[src/rtl/grid_pkg.sv]
// Shared definitions for the square move sequencer: grid geometry, move
// direction encodings and the controller state type.
package grid_pkg;

    localparam int GRID_W  = 8;   // 160 px / 20
    localparam int GRID_H  = 6;   // 120 px / 20
    localparam int SQ_SIZE = 20;  // square edge in pixels

    localparam logic [1:0] DIR_UP    = 2'd0;  // y-1
    localparam logic [1:0] DIR_DOWN  = 2'd1;  // y+1
    localparam logic [1:0] DIR_LEFT  = 2'd2;  // x-1
    localparam logic [1:0] DIR_RIGHT = 2'd3;  // x+1

    typedef enum logic [2:0] {
        S_IDLE,
        S_CHECK,
        S_ERASE,
        S_ERASE_TAIL,
        S_DRAW,
        S_DRAW_TAIL,
        S_ACK
    } state_t;

endpackage

[src/rtl/square_move_controller_stage_timer.sv]
// stage_timer: cycle counter used to bound how long a pixel stage may run
// before it must report done.
//   clk, resetn : clock, async active-low reset
//   clear       : synchronous clear to 0 (has priority over enable)
//   enable      : count one per cycle, saturating at TIMEOUT
//   expired     : count has reached TIMEOUT
module stage_timer #(
    parameter int TIMEOUT = 1023
) (
    input  logic clk,
    input  logic resetn,
    input  logic clear,
    input  logic enable,
    output logic expired
);

    localparam int W = $clog2(TIMEOUT + 1);

    logic [W-1:0] count;

    assign expired = (count == W'(TIMEOUT));

    always_ff @(posedge clk or negedge resetn) begin
        if (!resetn) begin
            count <= '0;
        end else if (clear) begin
            count <= '0;
        end else if (enable && !expired) begin
            count <= count + 1'b1;
        end
    end

endmodule

[src/rtl/square_move_controller.sv]
// square_move_controller: sequences erase_square then draw_square for a
// one-cell move of the player square, after bounds-checking the target.
//   move_req/move_dir      : request, sampled only when idle
//   erase_done/draw_done   : done pulses from the two pixel stages
//   move_ack               : 1-cycle completion pulse, with move_blocked
//                            (target off-grid) and move_error (stage timeout)
//   busy                   : high whenever not idle
//   erase_resetn/draw_resetn : hold each stage in reset unless it is active
//   sel_draw, plot         : VGA mux select and write enable
//   COUNTER_X/Y            : grid cell fed to the active stage
//   pos_x/pos_y            : committed square position
module square_move_controller
    import grid_pkg::*;
#(
    parameter int GRID_W  = grid_pkg::GRID_W,
    parameter int GRID_H  = grid_pkg::GRID_H,
    parameter int START_X = 0,
    parameter int START_Y = 0,
    parameter int TIMEOUT = 1023
) (
    input  logic       clk,
    input  logic       resetn,
    input  logic       move_req,
    input  logic [1:0] move_dir,
    input  logic       erase_done,
    input  logic       draw_done,
    output logic       move_ack,
    output logic       move_blocked,
    output logic       move_error,
    output logic       busy,
    output logic       erase_resetn,
    output logic       draw_resetn,
    output logic       sel_draw,
    output logic       plot,
    output logic [3:0] COUNTER_X,
    output logic [3:0] COUNTER_Y,
    output logic [3:0] pos_x,
    output logic [3:0] pos_y
);

    state_t state, state_nxt;

    logic [1:0]        dir_q;
    logic [3:0]        tgt_x, tgt_y;
    logic              blocked_q, error_q;
    logic signed [4:0] dx, dy, tx, ty;
    logic              oob;
    logic              tmr_run, tmr_expired;

    // Target cell in 5-bit signed math so a step off the left/top edge
    // shows up as a negative value rather than wrapping.
    always_comb begin
        dx = '0;
        dy = '0;
        case (dir_q)
            DIR_UP:    dy = -5'sd1;
            DIR_DOWN:  dy =  5'sd1;
            DIR_LEFT:  dx = -5'sd1;
            DIR_RIGHT: dx =  5'sd1;
        endcase
    end

    assign tx  = $signed({1'b0, pos_x}) + dx;
    assign ty  = $signed({1'b0, pos_y}) + dy;
    assign oob = tx[4] || (int'(tx) >= GRID_W) || ty[4] || (int'(ty) >= GRID_H);

    // One timer serves both stages; it is held clear outside ERASE/DRAW so
    // each stage starts from zero.
    assign tmr_run = (state == S_ERASE) || (state == S_DRAW);

    stage_timer #(.TIMEOUT(TIMEOUT)) u_timer (
        .clk     (clk),
        .resetn  (resetn),
        .clear   (!tmr_run),
        .enable  (tmr_run),
        .expired (tmr_expired)
    );

    always_ff @(posedge clk or negedge resetn) begin
        if (!resetn) state <= S_IDLE;
        else         state <= state_nxt;
    end

    // Stage controls are a pure decode of state, so an async reset drops
    // them immediately and only one stage can ever be out of reset.
    always_comb begin
        state_nxt    = state;
        busy         = 1'b1;
        erase_resetn = 1'b0;
        draw_resetn  = 1'b0;
        sel_draw     = 1'b0;
        plot         = 1'b0;
        move_ack     = 1'b0;
        case (state)
            S_IDLE: begin
                busy = 1'b0;
                if (move_req) state_nxt = S_CHECK;
            end
            S_CHECK: state_nxt = oob ? S_ACK : S_ERASE;
            S_ERASE: begin
                erase_resetn = 1'b1;
                plot         = 1'b1;
                if (erase_done)       state_nxt = S_ERASE_TAIL;
                else if (tmr_expired) state_nxt = S_ACK;
            end
            // Tail cycle keeps plot high for the pixel registered on the
            // done edge.
            S_ERASE_TAIL: begin
                erase_resetn = 1'b1;
                plot         = 1'b1;
                state_nxt    = S_DRAW;
            end
            S_DRAW: begin
                draw_resetn = 1'b1;
                sel_draw    = 1'b1;
                plot        = 1'b1;
                if (draw_done)        state_nxt = S_DRAW_TAIL;
                else if (tmr_expired) state_nxt = S_ACK;
            end
            S_DRAW_TAIL: begin
                draw_resetn = 1'b1;
                sel_draw    = 1'b1;
                plot        = 1'b1;
                state_nxt   = S_ACK;
            end
            S_ACK: begin
                move_ack  = 1'b1;
                state_nxt = S_IDLE;
            end
            default: state_nxt = S_IDLE;
        endcase
    end

    assign move_blocked = blocked_q;
    assign move_error   = error_q;

    // Position / counter datapath. COUNTER only moves on the CHECK->ERASE
    // and ERASE_TAIL->DRAW transitions, i.e. before the stage leaves reset.
    always_ff @(posedge clk or negedge resetn) begin
        if (!resetn) begin
            dir_q     <= '0;
            tgt_x     <= 4'(START_X);
            tgt_y     <= 4'(START_Y);
            pos_x     <= 4'(START_X);
            pos_y     <= 4'(START_Y);
            COUNTER_X <= 4'(START_X);
            COUNTER_Y <= 4'(START_Y);
            blocked_q <= 1'b0;
            error_q   <= 1'b0;
        end else begin
            case (state)
                S_IDLE: if (move_req) dir_q <= move_dir;
                S_CHECK: begin
                    if (oob) begin
                        blocked_q <= 1'b1;
                    end else begin
                        tgt_x     <= tx[3:0];
                        tgt_y     <= ty[3:0];
                        COUNTER_X <= pos_x;
                        COUNTER_Y <= pos_y;
                    end
                end
                S_ERASE: if (!erase_done && tmr_expired) error_q <= 1'b1;
                S_ERASE_TAIL: begin
                    COUNTER_X <= tgt_x;
                    COUNTER_Y <= tgt_y;
                end
                // Old cell is already erased, so a draw timeout still
                // commits the new position.
                S_DRAW: begin
                    if (!draw_done && tmr_expired) begin
                        error_q <= 1'b1;
                        pos_x   <= tgt_x;
                        pos_y   <= tgt_y;
                    end
                end
                S_DRAW_TAIL: begin
                    pos_x <= tgt_x;
                    pos_y <= tgt_y;
                end
                S_ACK: begin
                    blocked_q <= 1'b0;
                    error_q   <= 1'b0;
                end
                default: ;
            endcase
        end
    end

endmodule

[config.mk]
export PLATFORM = sky130hd
export DESIGN_NAME = square_move_controller
export DESIGN_NICKNAME = d
export VERILOG_FILES = /design/src/rtl/grid_pkg.sv /design/src/rtl/square_move_controller_stage_timer.sv /design/src/rtl/square_move_controller.sv
export SDC_FILE = /design/constraint.sdc
export NUM_CORES = 1
export LEC_CHECK = 0
export BUFFER_PORTS_ARGS = -buffer_cell sky130_fd_sc_hd__buf_4
export CORE_ASPECT_RATIO = 1.4
export CORE_MARGIN = 2
export CORE_UTILIZATION = 55
export DETAILED_ROUTE_END_ITERATION = 16
export HOLD_SLACK_MARGIN = 0.12
export PLACE_DENSITY = 0.77
export SYNTH_ARGS = -nofsm -noshare
export SYNTH_HDL_FRONTEND = slang
export SYNTH_SLANG_ARGS = --single-unit
[constraint.sdc]
create_clock -name clk -period 3.9 [get_ports clk]
set_input_delay 0.195 -clock clk [delete_from_list [all_inputs] [get_ports clk]]
set_output_delay 0.195 -clock clk [all_outputs]
set_load 0.01 [all_outputs]
==> reports/metrics.cfg <==
[global_route]
overflow=0
grt_max_degree=42
grt_pass1_vias=1760
grt_pass1_wl_um=7941
antenna_found_initial=0
grt_use_total_pct=22.69

[cts]
clock_path_buffers=2
clkSinkCount=41
clkLatencyLatePin_ns=0.30
h-tree-depth=2
clkTransAtPathRegs_ns=0.08
cts_inserted_buffers=5
cts_tree=yes
root_buffer=clkbuf_8
cts-resized-gates=0

[worst_setup_path]
path_buf_inv=1
cp_common_cell=ha_1
critPathMaxFanout=13
critPathSlowestCell=dfrtp_1
worstPathArrival_ns=3.51
crit_required_ns=4.09
cpPeakStageDelay_ns=0.58
r2r_slack_ns=0.58
end_kind=register
crit_path_start_kind=register
crit_chain=inv_1, ha_1, ha_1, and3b_1, o221ai_1, or4_4, a211o_2, nor3_4, mux2_2
crit_family=simple AND/OR/NAND/NOR gates
path_class=register to register

[detailed_routing]
initialDrtViolationCount=95
drc=0
ant_nets=0
drtPass1Iterations=4
detail_route.vias_per_cell=5.962
wirelength_um=4613
vias=1705
routedWlPerCell_um=16.13

[floorplanning]
io_pins=31
die_w_um=58.41
coreArea_um2=3953
placementRows=27
start_util_pct=57.68
dieArea_um2=4683
die_y_um=80.18

[cells_and_area]
area_growth_syn_to_layout_pct=13.28
post-route-util_pct=65.34
multi_input_area_um2=1130
drive_gt1_share_pct=27.16
nNetsFinal=260
diodes=0
n_fill_cell=337
final_common_cell=dfrtp_1
final-seq-area_um2=1026
most-common-layout-cells=41 x dfrtp_1, 30 x buf_4, 21 x nor2_1

[timing]
rsz0062_at_grt=no
finClkSkew_ns=0.005922
whs_ns=0.1250
min_period_ns=3.319
tightestPinTransition_ns=0.9575
slew_headroom_pct=35.74
drv_slew=0
hold_viol_final=0
final.setup.tns_ns=0
post-route-period-util_pct=85.11
setup_violations=0
fmax_mhz=301.3

[power_and_ir_drop]
power.leakage_uw=0.001278
comb_power_share_pct=46.6
cellPowerDensity_nw_per_um2=741.0
vdd_ir_drop_max_uv=545.6
netSwitchingPower_uw=771.8
p_clk_share_pct=15.5
netSwitchingFraction_pct=40.33
internal-power_uw=1142
seqPwrFrac_pct=37.8
totalPowerFinal_uw=1914

[yosys]
synth_edf_count=0
synth_nets=232
seq_area_frac_synth_pct=45.01
synth_cell_types=48
synthCells=214
synth_flop_cell=dfrtp_1
netlist_area_um2=2280
synth-seq-cells=41
yosysWarnings=0
async_reset_ff_share_pct=100.0
syn_area_per_cell_um2=10.65

[placed_design]
io_buffer_count=30
gp_congestion=0.8728
place_hpwl_um=3205

[job]
max-cap-violations=0

[worst_hold_path]
worstHoldPathType=input pin to register

[run_status]
status=complete, no violations

[logic make-up (layout without fill, tap and decap cells)]
kind of cell | count (synthesis) | in the layout | synth area share (%)
and+or+nand+nor | 73 | 73 | 17.40
AOI/OAI and AO/OA | 42 | 42 | 14.00
DFF | 41 | 41 | 45.01
adders and majority gates | 11 | 11 | 6.367
muxes | 17 | 17 | 8.342
xor gates and xnor gates | 9 | 9 | 3.457
buffers and inverters | 21 | 50 | 5.433
[cells in the mapped netlist, types with 2 or more instances]
cell	number	share of area, %
dfrtp_1	41	45
nor2_1	21	3.5
and3_1	13	3.6
mux2_2	12	5.9
inv_1	11	1.8
ha_1	10	5.5
nand2_1	9	1.5
o21ai_0	9	2.0
nor3_1	8	1.8
a21oi_1	7	1.5
a221o_2	7	3.5
buf_6	5	2.5
xor2_1	5	1.9
mux2i_1	4	1.8
nand4_1	4	1.1
xnor2_1	4	1.5
clkbuf_1	3	0.49
nand2b_1	3	0.82
a21o_1	2	0.66
a311oi_1	2	0.77
a31oi_1	2	0.55
and2_1	2	0.55
buf_4	2	0.66
nor2b_1	2	0.55
nor4_1	2	0.55
o31a_1	2	0.77
[area by class of cell]
class	instances	area share [%]
clock buffer	6	3.198
clock inverter	2	0.5329
inverter	11	1.599
multi-input combinational	152	43.75
sequential	41	39.73
tap	43	2.083
timing repair buffer	31	9.109
[registers in the layout, indices dropped and copies added, names as in the netlist]
name and count:
state 3, tgt_y 4, move_error 1, move_blocked 1, pos_x 4, COUNTER_X 4
u_timer.count 10, COUNTER_Y 4, dir_q 2, tgt_x 4, pos_y 4
[worst paths after layout]
kind / start / end / cells past startpoint
worst max-delay path: dir_q[1]$_DFFE_PN0P_ / tgt_y[0]$_DFFE_PN0P_ / 9
min in group asynchronous: resetn / move_error$_DFFE_PN0P_ / 2
worst min-delay path: move_dir[0] / dir_q[0]$_DFFE_PN0P_ / 2
max in group asynchronous: resetn / pos_x[3]$_DFFE_PN0P_ / 2
worst min register to register: tgt_x[3]$_DFFE_PN0P_ / tgt_x[3]$_DFFE_PN0P_ / 1
worst max register to register: dir_q[1]$_DFFE_PN0P_ / tgt_y[0]$_DFFE_PN0P_ / 9
[power groups by stage]
stage / clock network [uW] / logic [uW] / registers [uW]
after detailed placement: 0 / 890 / 731
after floorplan: 0 / 697 / 670
after CTS: 302 / 900 / 721
after global routing: 319 / 992 / 747
final: 297 / 893 / 724
after global placement: 0 / 879 / 724
[layer usage]
layer,up-vias,routed length (um),GRT usage (%)
met5,-,0,0
met4,0,124,10.70
met3,9,168,4.670
met2,38,2397,38.88
met1,828,1923,26.58
li1,830,-,-
[per-stage QoR]
stage / cells / setup slack [ns] / instance area, um2
5_1_grt: 286 / 0.4038 / 2582
3_3_place_gp: 277 / 0.7145 / 2476
6_report: 286 / 0.5807 / 2582
2_1_floorplan: 214 / 1.032 / 2280
3_5_place_dp: 277 / 0.6159 / 2476
4_1_cts: 286 / 0.5902 / 2582
[timing repair]
item | in CTS | in global routing
endpoints found under the hold margin | 41 | 0
hold buffers | 1 | 0
setup buffers | 0 | 0
[worst reg2reg max path, cell delays in order, from the launching register on]
cell and delay [ns]:
dfrtp_1 0.58, inv_1 0.09, ha_1 0.24, ha_1 0.25
and3b_1 0.22, o221ai_1 0.12, or4_4 0.44, a211o_2 0.35
nor3_4 0.51, mux2_2 0.40
(Power assumes the default switching activity.)
